## src/rtl/rv32i_pkg.sv

```systemverilog
// Shared RV32I definitions: datapath width, reset PC, fetch FSM states, opcode constants.
package rv32i_pkg;

  localparam int unsigned XLEN     = 32;
  localparam logic [31:0] RESET_PC = 32'h0000_0000;

  typedef enum logic [1:0] {
    IDLE  = 2'd0,
    REQ   = 2'd1,
    VALID = 2'd2,
    TRAP  = 2'd3
  } fetch_state_e;

  localparam logic [6:0] OPC_LOAD   = 7'b0000011;
  localparam logic [6:0] OPC_STORE  = 7'b0100011;
  localparam logic [6:0] OPC_OP     = 7'b0110011;
  localparam logic [6:0] OPC_OP_IMM = 7'b0010011;
  localparam logic [6:0] OPC_BRANCH = 7'b1100011;

  function automatic logic [6:0] opcode_of(input logic [31:0] word);
    return word[6:0];
  endfunction

endpackage

```

## src/rtl/fetch_unit_if.sv

```systemverilog
// Fetch-stage bus: instruction-memory req/ack plus execute-side valid/ready and branch inputs.
interface fetch_unit_if import rv32i_pkg::*; #(
  parameter int unsigned XLEN = rv32i_pkg::XLEN
);

  logic            imem_req;
  logic [XLEN-1:0] imem_addr;
  logic [31:0]     imem_rdata;
  logic            imem_ack;
  logic [31:0]     instr;
  logic            instr_valid;
  logic            instr_ready;
  logic            pc_src;
  logic [XLEN-1:0] imm_ext;
  logic [XLEN-1:0] pc;
  logic [XLEN-1:0] pc_plus4;
  logic            misalign_trap;

  modport master (
    output imem_req, imem_addr, instr, instr_valid, pc, pc_plus4, misalign_trap,
    input  imem_rdata, imem_ack, instr_ready, pc_src, imm_ext
  );

  modport slave (
    input  imem_req, imem_addr, instr, instr_valid, pc, pc_plus4, misalign_trap,
    output imem_rdata, imem_ack, instr_ready, pc_src, imm_ext
  );

endinterface

```

## src/rtl/fetch_unit_pc_next.sv

```systemverilog
// Next-PC datapath: pc+4, branch target, selection and alignment check.
// Optional FETCH_MISALIGN_TRAP_EN exposes the misalignment flag instead of forcing alignment.
module pc_next import rv32i_pkg::*; #(
  parameter int unsigned XLEN = rv32i_pkg::XLEN
) (
  input  logic [XLEN-1:0] pc_i,
  input  logic            pc_src_i,
  input  logic [XLEN-1:0] imm_ext_i,
  output logic [XLEN-1:0] pc_plus4_o,
`ifdef FETCH_MISALIGN_TRAP_EN
  output logic            misaligned_o,
`endif
  output logic [XLEN-1:0] next_pc_d_o
);

  logic [XLEN-1:0] target;
  logic [XLEN-1:0] sel;

  always_comb begin
    pc_plus4_o = pc_i + XLEN'(4);
    target     = pc_i + imm_ext_i;
    sel        = pc_src_i ? target : pc_plus4_o;
`ifdef FETCH_MISALIGN_TRAP_EN
    misaligned_o = pc_src_i && (target[1:0] != 2'b00);
    next_pc_d_o  = sel;
`else
    // Without the trap, low bits are dropped so the PC can never go misaligned.
    next_pc_d_o  = sel & {{(XLEN-2){1'b1}}, 2'b00};
`endif
  end

endmodule

```

## src/rtl/fetch_unit.sv

```systemverilog
// RV32I instruction fetch stage: PC register, imem req/ack, valid/ready hand-off to execute.
// Optional FETCH_MISALIGN_TRAP_EN adds a terminal TRAP state on misaligned branch targets.
module fetch_unit import rv32i_pkg::*; #(
  parameter int unsigned    XLEN     = rv32i_pkg::XLEN,
  parameter logic [XLEN-1:0] RESET_PC = rv32i_pkg::RESET_PC
) (
  input  logic          clk,
  input  logic          rst,
  fetch_unit_if.master  fi
);

  fetch_state_e    state_q;
  logic [XLEN-1:0] pc_q;
  logic [31:0]     instr_q;
  logic            req_q;
  logic            valid_q;
  logic [XLEN-1:0] next_pc_d;
  logic [XLEN-1:0] pc_plus4;
`ifdef FETCH_MISALIGN_TRAP_EN
  logic            misaligned;
  logic            trap_q;
`endif

  pc_next #(.XLEN(XLEN)) u_pc_next (
    .pc_i        (pc_q),
    .pc_src_i    (fi.pc_src),
    .imm_ext_i   (fi.imm_ext),
    .pc_plus4_o  (pc_plus4),
`ifdef FETCH_MISALIGN_TRAP_EN
    .misaligned_o(misaligned),
`endif
    .next_pc_d_o (next_pc_d)
  );

  always_ff @(posedge clk or posedge rst) begin
    if (rst) begin
      state_q <= IDLE;
      pc_q    <= RESET_PC;
      instr_q <= '0;
      req_q   <= 1'b0;
      valid_q <= 1'b0;
`ifdef FETCH_MISALIGN_TRAP_EN
      trap_q  <= 1'b0;
`endif
    end else begin
      case (state_q)
        IDLE: begin
          state_q <= REQ;
          req_q   <= 1'b1;
        end
        REQ: begin
          if (fi.imem_ack) begin
            instr_q <= fi.imem_rdata;
            req_q   <= 1'b0;
            valid_q <= 1'b1;
            state_q <= VALID;
          end
        end
        VALID: begin
          if (fi.instr_ready) begin
            valid_q <= 1'b0;
`ifdef FETCH_MISALIGN_TRAP_EN
            if (misaligned) begin
              trap_q  <= 1'b1;
              state_q <= TRAP;
            end else begin
              pc_q    <= next_pc_d;
              req_q   <= 1'b1;
              state_q <= REQ;
            end
`else
            pc_q    <= next_pc_d;
            req_q   <= 1'b1;
            state_q <= REQ;
`endif
          end
        end
`ifdef FETCH_MISALIGN_TRAP_EN
        TRAP: state_q <= TRAP;
`endif
        default: begin
          state_q <= IDLE;
          req_q   <= 1'b0;
          valid_q <= 1'b0;
        end
      endcase
    end
  end

  assign fi.imem_req    = req_q;
  assign fi.imem_addr   = pc_q;
  assign fi.instr       = instr_q;
  assign fi.instr_valid = valid_q;
  assign fi.pc          = pc_q;
  assign fi.pc_plus4    = pc_plus4;
`ifdef FETCH_MISALIGN_TRAP_EN
  assign fi.misalign_trap = trap_q;
`else
  assign fi.misalign_trap = 1'b0;
`endif

endmodule
```

## src/flat_wrapper.sv

```systemverilog
// flat-port wrapper written by rule: the top's interface ports become plain ports
module fetch_unit_flat import rv32i_pkg::*;
#(
  parameter int unsigned    XLEN     = rv32i_pkg::XLEN,
  parameter logic [XLEN-1:0] RESET_PC = rv32i_pkg::RESET_PC
)
  (clk, rst, fi_imem_req, fi_imem_addr, fi_instr, fi_instr_valid, fi_pc, fi_pc_plus4, fi_misalign_trap, fi_imem_rdata, fi_imem_ack, fi_instr_ready, fi_pc_src, fi_imm_ext);
  fetch_unit_if #(.XLEN(XLEN)) fi_i ();
  input  logic clk;
  input  logic rst;
  output wire logic [$bits(fi_i.imem_req)-1:0] fi_imem_req;
  output wire logic [$bits(fi_i.imem_addr)-1:0] fi_imem_addr;
  output wire logic [$bits(fi_i.instr)-1:0] fi_instr;
  output wire logic [$bits(fi_i.instr_valid)-1:0] fi_instr_valid;
  output wire logic [$bits(fi_i.pc)-1:0] fi_pc;
  output wire logic [$bits(fi_i.pc_plus4)-1:0] fi_pc_plus4;
  output wire logic [$bits(fi_i.misalign_trap)-1:0] fi_misalign_trap;
  input wire logic [$bits(fi_i.imem_rdata)-1:0] fi_imem_rdata;
  input wire logic [$bits(fi_i.imem_ack)-1:0] fi_imem_ack;
  input wire logic [$bits(fi_i.instr_ready)-1:0] fi_instr_ready;
  input wire logic [$bits(fi_i.pc_src)-1:0] fi_pc_src;
  input wire logic [$bits(fi_i.imm_ext)-1:0] fi_imm_ext;
  assign fi_imem_req = fi_i.imem_req;
  assign fi_imem_addr = fi_i.imem_addr;
  assign fi_instr = fi_i.instr;
  assign fi_instr_valid = fi_i.instr_valid;
  assign fi_pc = fi_i.pc;
  assign fi_pc_plus4 = fi_i.pc_plus4;
  assign fi_misalign_trap = fi_i.misalign_trap;
  assign fi_i.imem_rdata = fi_imem_rdata;
  assign fi_i.imem_ack = fi_imem_ack;
  assign fi_i.instr_ready = fi_instr_ready;
  assign fi_i.pc_src = fi_pc_src;
  assign fi_i.imm_ext = fi_imm_ext;
  fetch_unit #(.XLEN(XLEN), .RESET_PC(RESET_PC)) u_core (.clk(clk), .rst(rst), .fi(fi_i));
endmodule
```

## config.mk

```make
export PLATFORM = sky130hd
export DESIGN_NAME = fetch_unit_flat
export DESIGN_NICKNAME = d
export VERILOG_FILES = /design/src/rtl/rv32i_pkg.sv /design/src/rtl/fetch_unit_if.sv /design/src/rtl/fetch_unit_pc_next.sv /design/src/rtl/fetch_unit.sv /design/src/flat_wrapper.sv
export SDC_FILE = /design/constraint.sdc
export NUM_CORES = 1
export LEC_CHECK = 0
export ABC_CLOCK_PERIOD_IN_PS = 4000
export CELL_PAD_IN_SITES_DETAIL_PLACEMENT = 1
export CELL_PAD_IN_SITES_GLOBAL_PLACEMENT = 1
export CORE_MARGIN = 4
export CORE_UTILIZATION = 32
export CTS_CLUSTER_DIAMETER = 100
export CTS_CLUSTER_SIZE = 10
export DETAILED_ROUTE_END_ITERATION = 10
export GPL_ROUTABILITY_DRIVEN = 0
export PLACE_DENSITY = 0.93
export SETUP_SLACK_MARGIN = 0.4
export SLEW_MARGIN = 25
export SYNTH_ARGS = -nofsm -noshare
export SYNTH_HDL_FRONTEND = slang
export SYNTH_SLANG_ARGS = --single-unit
```

## constraint.sdc

```tcl
create_clock -name clk -period 4 [get_ports clk]
set_input_delay 0.8 -clock clk [delete_from_list [all_inputs] [get_ports clk]]
set_output_delay 0.8 -clock clk [all_outputs]
set_load 0.01 [all_outputs]
```

==> results.toml <==
[timing]
skew_ns = 0.0106
setup-violations-final = 0
tightestPinTransition_ns = 0.900
holdWs_ns = 0.502
fmax_ghz = 0.293
relSlewSlack_pct = 40.0
hold_viol = 0
finalSetupTns_ns = 0
fin_crit_ns = 3.42
fin_ws_ns = 0.584
maxSlewViolCount = 0
grt_setup_unrepaired = "false"
period_share_pct = 85.4

[yosys]
syn-instance-count = 570
synthFlopType = "dfrtp_1"
syn_area_um2 = 5050
avgSynthCellArea_um2 = 8.86
synth.distinct_cells = 59
yosysWarnings = 0
yosys_register_bits = 65
synth-edff-count = 0
seq_area_frac_synth_pct = 32.2
async_reset_ff_share_pct = 100

[global_routing]
overflow = 0
antenna_found_initial = 0
met2_usage_pct = 34.2
busiest_layer = "met2"
use_met3_pct = 3.85
grt.total_usage_pct = 19.8
grt_pass1_wl_um = 28700
grt_pass1_vias = 5350
grtUsageMet1_pct = 25.1
grt_max_degree = 46

[final_layout]
multi_input_area_um2 = 3110
drive_gt1_share_pct = 15.8
area_delta_synth_final_pct = 48.8
fin_area_um2 = 7510
fin_nets = 846
num_antenna_cells = 0
nFillCells = 1771
final_cells = 962
final_util_pct = 49.1
seq_area_um2 = 1640

[floorplan]
start_util_pct = 33.0
rows = 45
die_area_um2 = 17900
die_h_um = 134
core_area_um2 = 15300
io_pins = 200
fp.dieW_um = 134

[critical_path]
crit_type = "reg2out"
r2r_slack_ns = 0.84
cp.arrival_ns = 2.62
reg2reg_depth = 14
end_kind = "output port"
r2r_start = "u_core.fi.imem_addr[2]$_DFFE_PP0P_"
worstPathMaxFanout = 6
start_kind = "register"
r2r_end = "u_core.fi.imem_addr[24]$_DFFE_PP0P_"
critPathRequiredTime_ns = 3.20

[detailed_routing]
ant_nets = 0
dr.pass1.iters = 4
via_per_inst = 5.18
drc = 0
wl_per_cell_um = 18.8
vias = 4986
first_iter_violations = 167
totalWireLength_um = 18100

[outcome]
status = "complete, no violations"

[clocking]
clockBufferDepth = 2
cts-root-buf = "clkbuf_16"
htreeDepth = 3
cts_tree = "done"
clk_pin_slew_ns = 0.05
cts_buffers = 9
insertion_delay_ns = 0.34
cts_num_sinks = 65

[placement]
dpl.cell_count = 937
dp_hpwl_um = 13700
placed_area_um2 = 7020
port_buffers = 190
post-place-ws_ns = -0.130

[min_path]
hold_path_end = "u_core.fi.instr[23]$_DFFE_PP0P_"
hold_depth = 1
min-delay-start = "u_core.fi.instr[23]$_DFFE_PP0P_"
hold_path_class = "reg2reg"

[power_and_ir_drop]
p_leak_nw = 3.15
ir_worst_vdd_mv = 0.334
total_power_mw = 6.08
powerDensity_nw_per_um2 = 809

[flow_run]
drv_cap = 0
what timing repair did:
action	CTS	global route
resized for setup	18	21
setup endpoints to repair	14	11
pin swaps	3	11
buffers inserted	6	3
hold buffers	0	0
synthesized netlist by cell type (all sizes together) (17+ instances only):
library cell / n / share of area, %
buf: 42 / 6.1
dfrtp: 65 / 32
xnor2: 35 / 6.1
clkbuf: 17 / 1.3
ha: 30 / 7.4
nand2: 45 / 3.3
mux2: 32 / 7.1
inv: 18 / 1.3
nand3: 19 / 2.1
nor2: 39 / 3.0
a21oi: 42 / 4.2
o21ai: 53 / 5.3
xor2: 17 / 2.9
area by class of cell:
cell class              count  share of cell area (%)
multi-input cells         434                    41.4
clock buffers              12                    3.41
clock inverters             4                   0.683
flip-flops and latches     65                    21.8
inverters                  18                   0.899
well taps                 211                    3.51
repair buffers            218                    28.3
power breakdown:
group	internal, mW	switching [mW]
Sequential	0.989	0.411
Combinational	2.07	1.80
Clock	0.517	0.299
Total	3.57	2.51
worst max-delay path, stage by stage, from the launching register on:
cell and delay (ns):
dfrtp_2 0.41, ha_1 0.22, and3_4 0.25, and4_2 0.32
and3_1 0.23, buf_4 0.15, xor2_1 0.14, clkdlybuf4s50_1 0.58
cells by family after synthesis:
family / Yosys count / synth area share [%]
AO/OA/AOI/OAI: 152 / 19.3
XOR/XNOR: 52 / 9.02
adder cells (fa/ha/maj): 31 / 7.83
buffers and inverters: 77 / 8.67
flip-flops: 65 / 32.2
multiplexers: 34 / 7.53
other: 1 / 0.0743
AND/OR/NAND/NOR: 158 / 15.3
registers in the layout, indices dropped and copies added (netlist names):
| signal | cells |
|---|---|
| u_core.fi.instr | 32 |
| u_core.fi.imem_addr | 30 |
| u_core.state_q | 2 |
| u_core.fi.instr_valid | 1 |
per-layer routing:
metal / wire, um / part of all wire [%]
met5: 0 / 0
met4: 310 / 1.7
met3: 1030 / 5.7
met2: 8730 / 48
met1: 8000 / 44
cells in the final DEF (no fill, tap or decap), types with 2 or more instances in the layout:
cell / instances
inv_1: 17
a211oi_2: 2
and3_4: 2
o21ai_1: 5
o21ai_0: 46
a31oi_4: 2
nor2_1: 33
nor2b_1: 3
clkdlybuf4s50_1: 183
clkbuf_8: 2
nand2b_1: 2
ha_1: 29
xor2_1: 17
and2_1: 5
nand2_1: 45
clkbuf_16: 9
xnor2_1: 35
nor2_2: 6
nand4_1: 9
a22oi_1: 11
dlygate4sd2_1: 2
nor4_1: 4
nand3_1: 18
nor3_1: 10
dlymetal6s2s_1: 4
mux2_2: 32
o22ai_1: 3
a32oi_1: 3
conb_1: 7
dfrtp_2: 11
buf_4: 27
or2_2: 2
and3_1: 11
dfrtp_1: 54
o21a_1: 3
a21o_1: 10
o21bai_1: 6
mux2i_1: 2
a21oi_1: 41
o31ai_2: 2
worst max-delay path by stage:
stage                                           to  cells past startpoint  slack (ns)                          startpoint
3_5_place_dp   u_core.fi.imem_addr[24]$_DFFE_PP0P_                     14       -0.13                       fi_imm_ext[2]
2_1_floorplan  u_core.fi.imem_addr[30]$_DFFE_PP0P_                     12        0.70                       fi_imm_ext[2]
3_3_place_gp   u_core.fi.imem_addr[30]$_DFFE_PP0P_                     14       -0.07                       fi_imm_ext[2]
4_1_cts        u_core.fi.imem_addr[30]$_DFFE_PP0P_                     14        0.39                       fi_imm_ext[2]
5_1_grt        u_core.fi.imem_addr[31]$_DFFE_PP0P_                     13        0.43                       fi_imm_ext[4]
6_report                           fi_pc_plus4[26]                      7        0.58  u_core.fi.imem_addr[3]$_DFFE_PP0P_
Power figures use the tool's default switching activity.
